**src/rtl/divider_param.sv**
```systemverilog
// divider_param: sequential restoring divider, N-bit dividend by M-bit divisor,
// with optional truncating signed mode and divide-by-zero / overflow flags.
module divider_param #(
    parameter int N         = 8,
    parameter int M         = 7,
    parameter bit SIGNED_EN = 1'b1
) (
    input  logic         clk,
    input  logic         reset,
    input  logic         start,
    input  logic         signed_mode,
    input  logic [N-1:0] dividendin,
    input  logic [M-1:0] divisorin,
    output logic [N-1:0] quotient,
    output logic [M-1:0] remainder,
    output logic         valid,
    output logic         busy,
    output logic         div_by_zero,
    output logic         overflow,
    output logic         load_w,
    output logic         shift_w,
    output logic         inbit_w,
    output logic         sign_w
);
    localparam int           CW   = $clog2(N + 1);
    localparam logic [N-1:0] QMIN = {1'b1, {(N-1){1'b0}}};

    typedef enum logic [2:0] {IDLE, LOAD, ITER, FIX, DONE} state_t;

    state_t        state_q;
    logic [CW-1:0] cnt_q;
    logic [N-1:0]  quo_q, quo_d;
    logic [M:0]    rem_q, rem_d;
    logic [M-1:0]  dvs_q;
    logic          qneg_q, rneg_q, dbz_int_q, ovf_int_q;

    logic [N-1:0]  quotient_q;
    logic [M-1:0]  remainder_q;
    logic          valid_q, busy_q, div_by_zero_q, overflow_q;

    logic          sgn, a_neg, b_neg, inbit;
    logic [N-1:0]  a_mag, q_fix;
    logic [M-1:0]  b_mag, r_fix;
    logic [M+1:0]  shifted, diff;

    always_comb begin
        sgn     = SIGNED_EN & signed_mode;
        a_neg   = sgn & dividendin[N-1];
        b_neg   = sgn & divisorin[M-1];
        a_mag   = a_neg ? -dividendin : dividendin;
        b_mag   = b_neg ? -divisorin : divisorin;
        // Partial remainder never exceeds M bits, so the top bit of diff is the borrow.
        shifted = {rem_q, quo_q[N-1]};
        diff    = shifted - {2'b00, dvs_q};
        inbit   = ~diff[M+1];
        rem_d   = inbit ? diff[M:0] : shifted[M:0];
        quo_d   = {quo_q[N-2:0], inbit};
        q_fix   = qneg_q ? -quo_q : quo_q;
        r_fix   = rneg_q ? -rem_q[M-1:0] : rem_q[M-1:0];
    end

    always_ff @(posedge clk or negedge reset) begin
        if (!reset) begin
            state_q       <= IDLE;
            cnt_q         <= '0;
            quo_q         <= '0;
            rem_q         <= '0;
            dvs_q         <= '0;
            qneg_q        <= 1'b0;
            rneg_q        <= 1'b0;
            dbz_int_q     <= 1'b0;
            ovf_int_q     <= 1'b0;
            quotient_q    <= '0;
            remainder_q   <= '0;
            valid_q       <= 1'b0;
            busy_q        <= 1'b0;
            div_by_zero_q <= 1'b0;
            overflow_q    <= 1'b0;
        end else begin
            case (state_q)
                IDLE, DONE: begin
                    if (start) begin
                        state_q       <= LOAD;
                        valid_q       <= 1'b0;
                        busy_q        <= 1'b1;
                        div_by_zero_q <= 1'b0;
                        overflow_q    <= 1'b0;
                    end
                end
                LOAD: begin
                    quo_q     <= a_mag;
                    rem_q     <= '0;
                    dvs_q     <= b_mag;
                    qneg_q    <= a_neg ^ b_neg;
                    rneg_q    <= a_neg;
                    dbz_int_q <= (divisorin == '0);
                    ovf_int_q <= sgn && (dividendin == QMIN) && (divisorin == '1);
                    cnt_q     <= CW'(N);
                    state_q   <= ITER;
                end
                ITER: begin
                    quo_q <= quo_d;
                    rem_q <= rem_d;
                    cnt_q <= cnt_q - CW'(1);
                    if (cnt_q == CW'(1)) state_q <= FIX;
                end
                FIX: begin
                    if (dbz_int_q) begin
                        quotient_q    <= '1;
                        remainder_q   <= '0;
                        div_by_zero_q <= 1'b1;
                        overflow_q    <= 1'b0;
                    end else if (ovf_int_q) begin
                        quotient_q    <= QMIN;
                        remainder_q   <= '0;
                        div_by_zero_q <= 1'b0;
                        overflow_q    <= 1'b1;
                    end else begin
                        quotient_q    <= q_fix;
                        remainder_q   <= r_fix;
                        div_by_zero_q <= 1'b0;
                        overflow_q    <= 1'b0;
                    end
                    valid_q <= 1'b1;
                    busy_q  <= 1'b0;
                    state_q <= DONE;
                end
                default: state_q <= IDLE;
            endcase
        end
    end

    assign quotient    = quotient_q;
    assign remainder   = remainder_q;
    assign valid       = valid_q;
    assign busy        = busy_q;
    assign div_by_zero = div_by_zero_q;
    assign overflow    = overflow_q;
    assign load_w      = (state_q == LOAD);
    assign shift_w     = (state_q == ITER);
    assign inbit_w     = (state_q == ITER) & inbit;
    assign sign_w      = (state_q == FIX) & ~dbz_int_q & ~ovf_int_q & (qneg_q | rneg_q);

endmodule

```
**config.mk**
```make
export PLATFORM = sky130hd
export DESIGN_NAME = divider_param
export DESIGN_NICKNAME = d
export VERILOG_FILES = /design/src/rtl/divider_param.sv
export SDC_FILE = /design/constraint.sdc
export NUM_CORES = 1
export LEC_CHECK = 0
export BUFFER_PORTS_ARGS = -buffer_cell sky130_fd_sc_hd__buf_2
export CORE_MARGIN = 1.5
export CORE_UTILIZATION = 54
export CTS_BUF_LIST = sky130_fd_sc_hd__clkbuf_2 sky130_fd_sc_hd__clkbuf_4 sky130_fd_sc_hd__clkbuf_8
export CTS_CLUSTER_SIZE = 14
export DETAILED_ROUTE_END_ITERATION = 12
export PLACE_DENSITY = 0.78
export SYNTH_ARGS = -nofsm -noshare
export SYNTH_HDL_FRONTEND = slang
export SYNTH_SLANG_ARGS = --single-unit
```
**constraint.sdc**
```tcl
create_clock -name clk -period 2.39 [get_ports clk]
set_clock_uncertainty 0.2 [all_clocks]
set_input_delay 0.239 -clock clk [delete_from_list [all_inputs] [get_ports clk]]
set_output_delay 0.239 -clock clk [all_outputs]
set_load 0.005 [all_outputs]
```
# Word level (Yosys, flattened, before mapping)
# Index checks and enable logic that the tools add are counted.
dict set report totals {
  reg_bits 53
  latch_bits 0
  mem_bits_rw 0
  romBits 0
  in_bits 19
  output_inout_bits 23
  elab_cells 74
  n_memories 0
}
dict set report classes {
  add_sub_neg 6
  multipliers 0
  div_mod_pow 0
  order_cmp 0
  n_eq_ne 9
  n_shift 0
  n_mux 24
  n_bitwise 11
  reduce_logical 9
}
# cell count
set ops {}
lappend ops {{two-way mux 8 bit} 5}
lappend ops {{one-hot mux 8 bit (2 select lines)} 2}
lappend ops {{two-way mux 7 bit} 4}
lappend ops {{negation 8 bit} 2}
lappend ops {{negation 7 bit} 2}
lappend ops {{one-hot mux 3 bit (4 select lines)} 1}
lappend ops {{subtractor 9 x 7 -> 9 bit} 1}
lappend ops {{== test 8 bit, second input constant} 1}
lappend ops {{one-hot mux 1 bit (2 select lines)} 4}
lappend ops {{one-hot mux 4 bit (2 select lines)} 1}
lappend ops {{== test 7 bit, second input constant} 1}
lappend ops {{logical NOT 7 bit} 1}
lappend ops {{bitwise AND 1 bit} 6}
lappend ops {{== test 3 x 2 -> 1 bit, second input constant} 2}
lappend ops {{two-way mux 3 bit} 2}
lappend ops {{two-way mux 1 bit} 5}
lappend ops {{== test 4 x 1 -> 1 bit, second input constant} 1}
lappend ops {{AND reduction 2 bit} 2}
lappend ops {{nonzero test 2 bit} 2}
lappend ops {{subtractor 4 x 1 -> 4 bit, second input constant} 1}
lappend ops {{== test 3 x 1 -> 1 bit, second input constant} 1}
lappend ops {{== test 3 bit, second input constant} 1}
lappend ops {{logical NOT 3 bit} 1}
lappend ops {{NOT 1 bit} 3}
lappend ops {{other kinds (6)} 7}

# Longest topological paths before layout
dict set report logic_depth {
  ltp_word 4
  mapped_depth 9
  mapped_depth_nobuf 8
}

# Worst setup path after synthesis
# No wires, ideal clock.
dict set report synth_path {
  path_type {register to register}
  from {register quo_q[7]}
  to {register rem_q[2]}
  setup_time_ns 0.126
  arrival_time_ns 2.136
  t_required_ns 2.064
  slack_ns -0.072
  path_stages_with_launch 9
  n_path_buf 0
  period_less_slack_ns 2.462
  cell_sequence {dfrtp_1 inv_1 ha_1 fa_1 nand2b_1 a21oi_1 o2111ai_1 and2_2 a221o_1}
}
dict set report synth_via {
  elab_chain_len 3
}
# item line_no
set synth_rtl {}
lappend synth_rtl {{start, declared} 32} ;# logic [N-1:0] quo_q, quo_d;
lappend synth_rtl {{start signal, assigned} 91} ;# quo_q <= a_mag;
lappend synth_rtl {{start signal, assigned} 102} ;# quo_q <= quo_d;
lappend synth_rtl {{subtractor 9 x 7 -> 9 bit} 54} ;# diff = shifted - {2'b00, dvs_q};
lappend synth_rtl {{two-way mux 8 bit} 56} ;# rem_d = inbit ? diff[M:0] : shifted[M:0];
lappend synth_rtl {{one-hot mux 8 bit (2 select lines)} 80} ;# case (state_q)
lappend synth_rtl {{end signal, assigned} 103} ;# rem_q <= rem_d;
lappend synth_rtl {{end, declared} 33} ;# logic [M:0] rem_q, rem_d;
# Every way passes these cells.
# A chain may end at the register's enable or synchronous reset.

# Final worst setup path
dict set report layout_path {
  from {register quo_q[7]}
  to {output port inbit_w}
}
dict set report layout_via {
  elab_chain_len 3
}
# item line_no
set layout_rtl {}
lappend layout_rtl {{subtractor 9 x 7 -> 9 bit} 54}
lappend layout_rtl {{NOT 1 bit} 55} ;# inbit = ~diff[M+1];
lappend layout_rtl {{bitwise AND 1 bit} 141} ;# assign inbit_w = (state_q == ITER) & inbit;
lappend layout_rtl {{end, declared} 22} ;# output logic inbit_w,
# Every way passes these cells.

==> flow_summary.yaml <==
outcome:
  status: "finished, violations left"
  violations: "negative setup slack"
logic_synthesis:
  synth_area_sq_mm: 0.00318
  synth_edf_count: 0
  syn_inst: 366
  ys.flop_type: "dfrtp_1"
  ys_ff_latch: 53
  synth_area_leaders: "dfrtp_1, nand2_1, o21ai_0"
  avgSynthCellArea_sq_um: 8.69
  synthesis.nets: 400
  yosys_warnings: 0
  seq_area_frac_synth_pct: 41.7
  ys_async_sr_fraction_pct: 100
  synth_cell_type_count: 53
  synthDominantCellAreaShare_pct: 41.7
  yosys.area.top_type: "dfrtp_1"
cells_and_area:
  fin_area_sq_mm: 0.00392
  nets: 473
  final_util_pct: 70.0
  antennaDiodeCount: 0
  final_common_cell: "nand2_1"
  areaGrowthSynthToFinish_pct: 23.3
  final_cell_mix: "nand2_1, dfrtp_1, buf_2, o21ai_0, buf_4"
  layout-drive-gt1-share_pct: 23.6
global_route:
  grt_max_degree: 54
  grt_pass1_vias: 2694
  track_usage_pct: 25.4
  grt_pass1_wl_um: 12600
  antenna_found_initial: 0
  grt.overflow.total: 0
worst_setup_path:
  r2r-start: "quo_q[7]$_DFFE_PN0P_"
  worst-path-buf-inv: 3
  cp_data_arrival_time_ps: 2180
  worstSetupEndpoint: "inbit_w"
  crit_path_end_kind: "output port"
  slowest_stage: "dfrtp_1"
  reg2reg_slack_ps: -160
  rr_worst_depth: 10
  crit_path_start: "quo_q[7]$_DFFE_PN0P_"
  crit_required_ps: 1950
  crit_type: "reg -> out"
  timing.rr.end: "rem_q[2]$_DFFE_PN0P_"
  start_kind: "register"
  cpPeakStageDelay_ps: 350
  critPathTopFamily: "adder cells"
  crit_cells: 10
  cp_cell_sequence: "inv_1, ha_2, fa_2, nand2b_4, a21oi_4, buf_6, o41a_1, nand2_2, nor2_1, buf_2"
  path_max_fanout: 2
drt:
  wl_met2_um: 3780
  route.detailed.drc: 0
  wl_per_cell_um: 15.2
  drt_wl_total_um: 7770
  drt_iter0_markers: 204
  dr.pass1.iters: 4
  via_per_inst: 5.68
  ant_nets: 0
  dr_wl_met3_um: 435
  wl_met1_um: 3440
  num_vias: 2909
  highest_layer: "met4"
flow_run:
  maxCapViolations: 0
timing:
  period_share_pct: 110
  fmax_ghz: 0.382
  setup_viol: 5
  maxSlewHeadroom_pct: 57.7
  worst_hold_slack_ps: 10.9
  tightest_slew_ps: 633
  setup_slack_ps: -231
  min_period_ps: 2620
  rsz0062_at_grt: "yes"
  timing.final.hold_violations: 0
  maxSlewViolCount: 0
power:
  ir_worst_vdd_v: 0.000606
  power_density_mw_per_mm2: 1400
  power_leakage_nw: 1.86
clock_tree:
  clk_latency_ps: 310
  clockBufferDepth: 2
  cts_tree: "done"
  clk_pin_slew_worst_paths_ps: 90
  cts_sinks: 53
  htree_num_levels: 2
  cts_buffers: 5
  cts-root-buf: "clkbuf_8"
floorplanning:
  num_io_pins: 42
  core_sq_mm: 0.00561
  die-area_sq_mm: 0.00636
  placementRows: 27
  die_w_um: 79.8
  die_h_um: 79.8
  start_util_pct: 56.7
placed_design:
  place_congestion: 0.915
  hpwl_um: 5540
  io_buffers: 41
  placed_cell_area_sq_mm: 0.00363
min_path:
  hold_path_class: "in -> reg"
==> cell type report <==
type / count / area [sq um]
sequential: 53 / 1330
inverter: 26 / 97.6
clock buffer: 7 / 83.8
clock inverter: 1 / 7.51
fill: 447 / 1680
multi-input combinational: 272 / 1780
tap: 72 / 90.1
timing repair buffer: 81 / 542
==> where the power goes <==
group,leakage [nW],switching [mW],internal [mW]
Clock,0.0453,0.296,0.231
Combinational,1.14,1.74,1.62
Sequential,0.674,0.347,1.25
==> cells in the mapped netlist (all sizes together), types with 3 or more instances <==
master / n
o31ai: 8
a22oi: 5
nand2b: 5
nand2: 58
o41ai: 3
clkbuf: 10
nand4: 7
ha: 14
nor2b: 5
xor2: 9
nor3: 4
a21oi: 18
o211ai: 5
buf: 5
nand3: 6
nor2: 28
mux2i: 4
o21ai: 36
o22ai: 3
xnor2: 15
or3: 3
a31oi: 3
inv: 24
dfrtp: 53
==> what timing repair did <==
item | 4_1_cts | 5_1_grt
hold endpoints to repair | 54 | 0
hold buffers | 2 | 0
setup buffers | 5 | 6
pin swaps | 3 | 8
endpoints found under the setup margin | 9 | 9
gates resized for setup | 9 | 13
==> metrics by stage <==
step	instances	setup TNS [ps]	power [mW]	worst slack (ps)
after floorplan	366	0	3.46	9.65
after global placement	491	-34.2	4.29	-34.2
after detailed placement	491	-260	4.41	-136
after CTS	506	-1080	5.13	-213
after global routing	512	-1230	5.94	-331
final	512	-671	5.49	-231
==> sequential cells by signal, indices dropped and copies added, names as in the netlist <==
name,cells
state_q,3
remainder,7
quo_q,8
dvs_q,7
cnt_q,4
valid,1
overflow,1
qneg_q,1
dbz_int_q,1
rneg_q,1
busy,1
quotient,8
ovf_int_q,1
rem_q,8
div_by_zero,1
==> worst min path at each step <==
stage,cells after the start,to,start,slack [ps]
final,3,quo_q[7]$_DFFE_PN0P_,dividendin[7],10
after global routing,3,qneg_q$_DFFE_PN0P_,signed_mode,40
after CTS,3,quo_q[7]$_DFFE_PN0P_,dividendin[7],8
after detailed placement,2,remainder[4]$_DFFE_PN0P_,reset,60
after global placement,2,remainder[5]$_DFFE_PN0P_,reset,50
after floorplan,0,busy$_DFFE_PN0P_,reset,-260
==> cells by family (layout without fill, tap and decap cells) <==
logic type               count (synthesis)  in the layout  share of synthesized area (%)
multiplexers                             4              4                           1.26
flip-flops                              53             53                           41.7
AND/OR/NAND/NOR                        128            128                           18.4
adder cells (fa/ha/maj)                 15             15                           6.13
buffers and inverters                   41            115                           5.58
XOR/XNOR                                24             24                           6.61
AO/OA/AOI/OAI                          101            101                           20.3
==> worst min-delay path, cell delays in order <==
cell     delay (ps)
buf_2           120
nand3_1          80
nand2_1          50
==> layer usage <==
metal  vias to the layer above  GRT usage [%]
met5                         -              0
met4                         0           6.90
met3                        13           4.57
met2                       115           41.8
met1                      1352           34.5
li1                       1429              -
(Power assumes the default switching activity.)
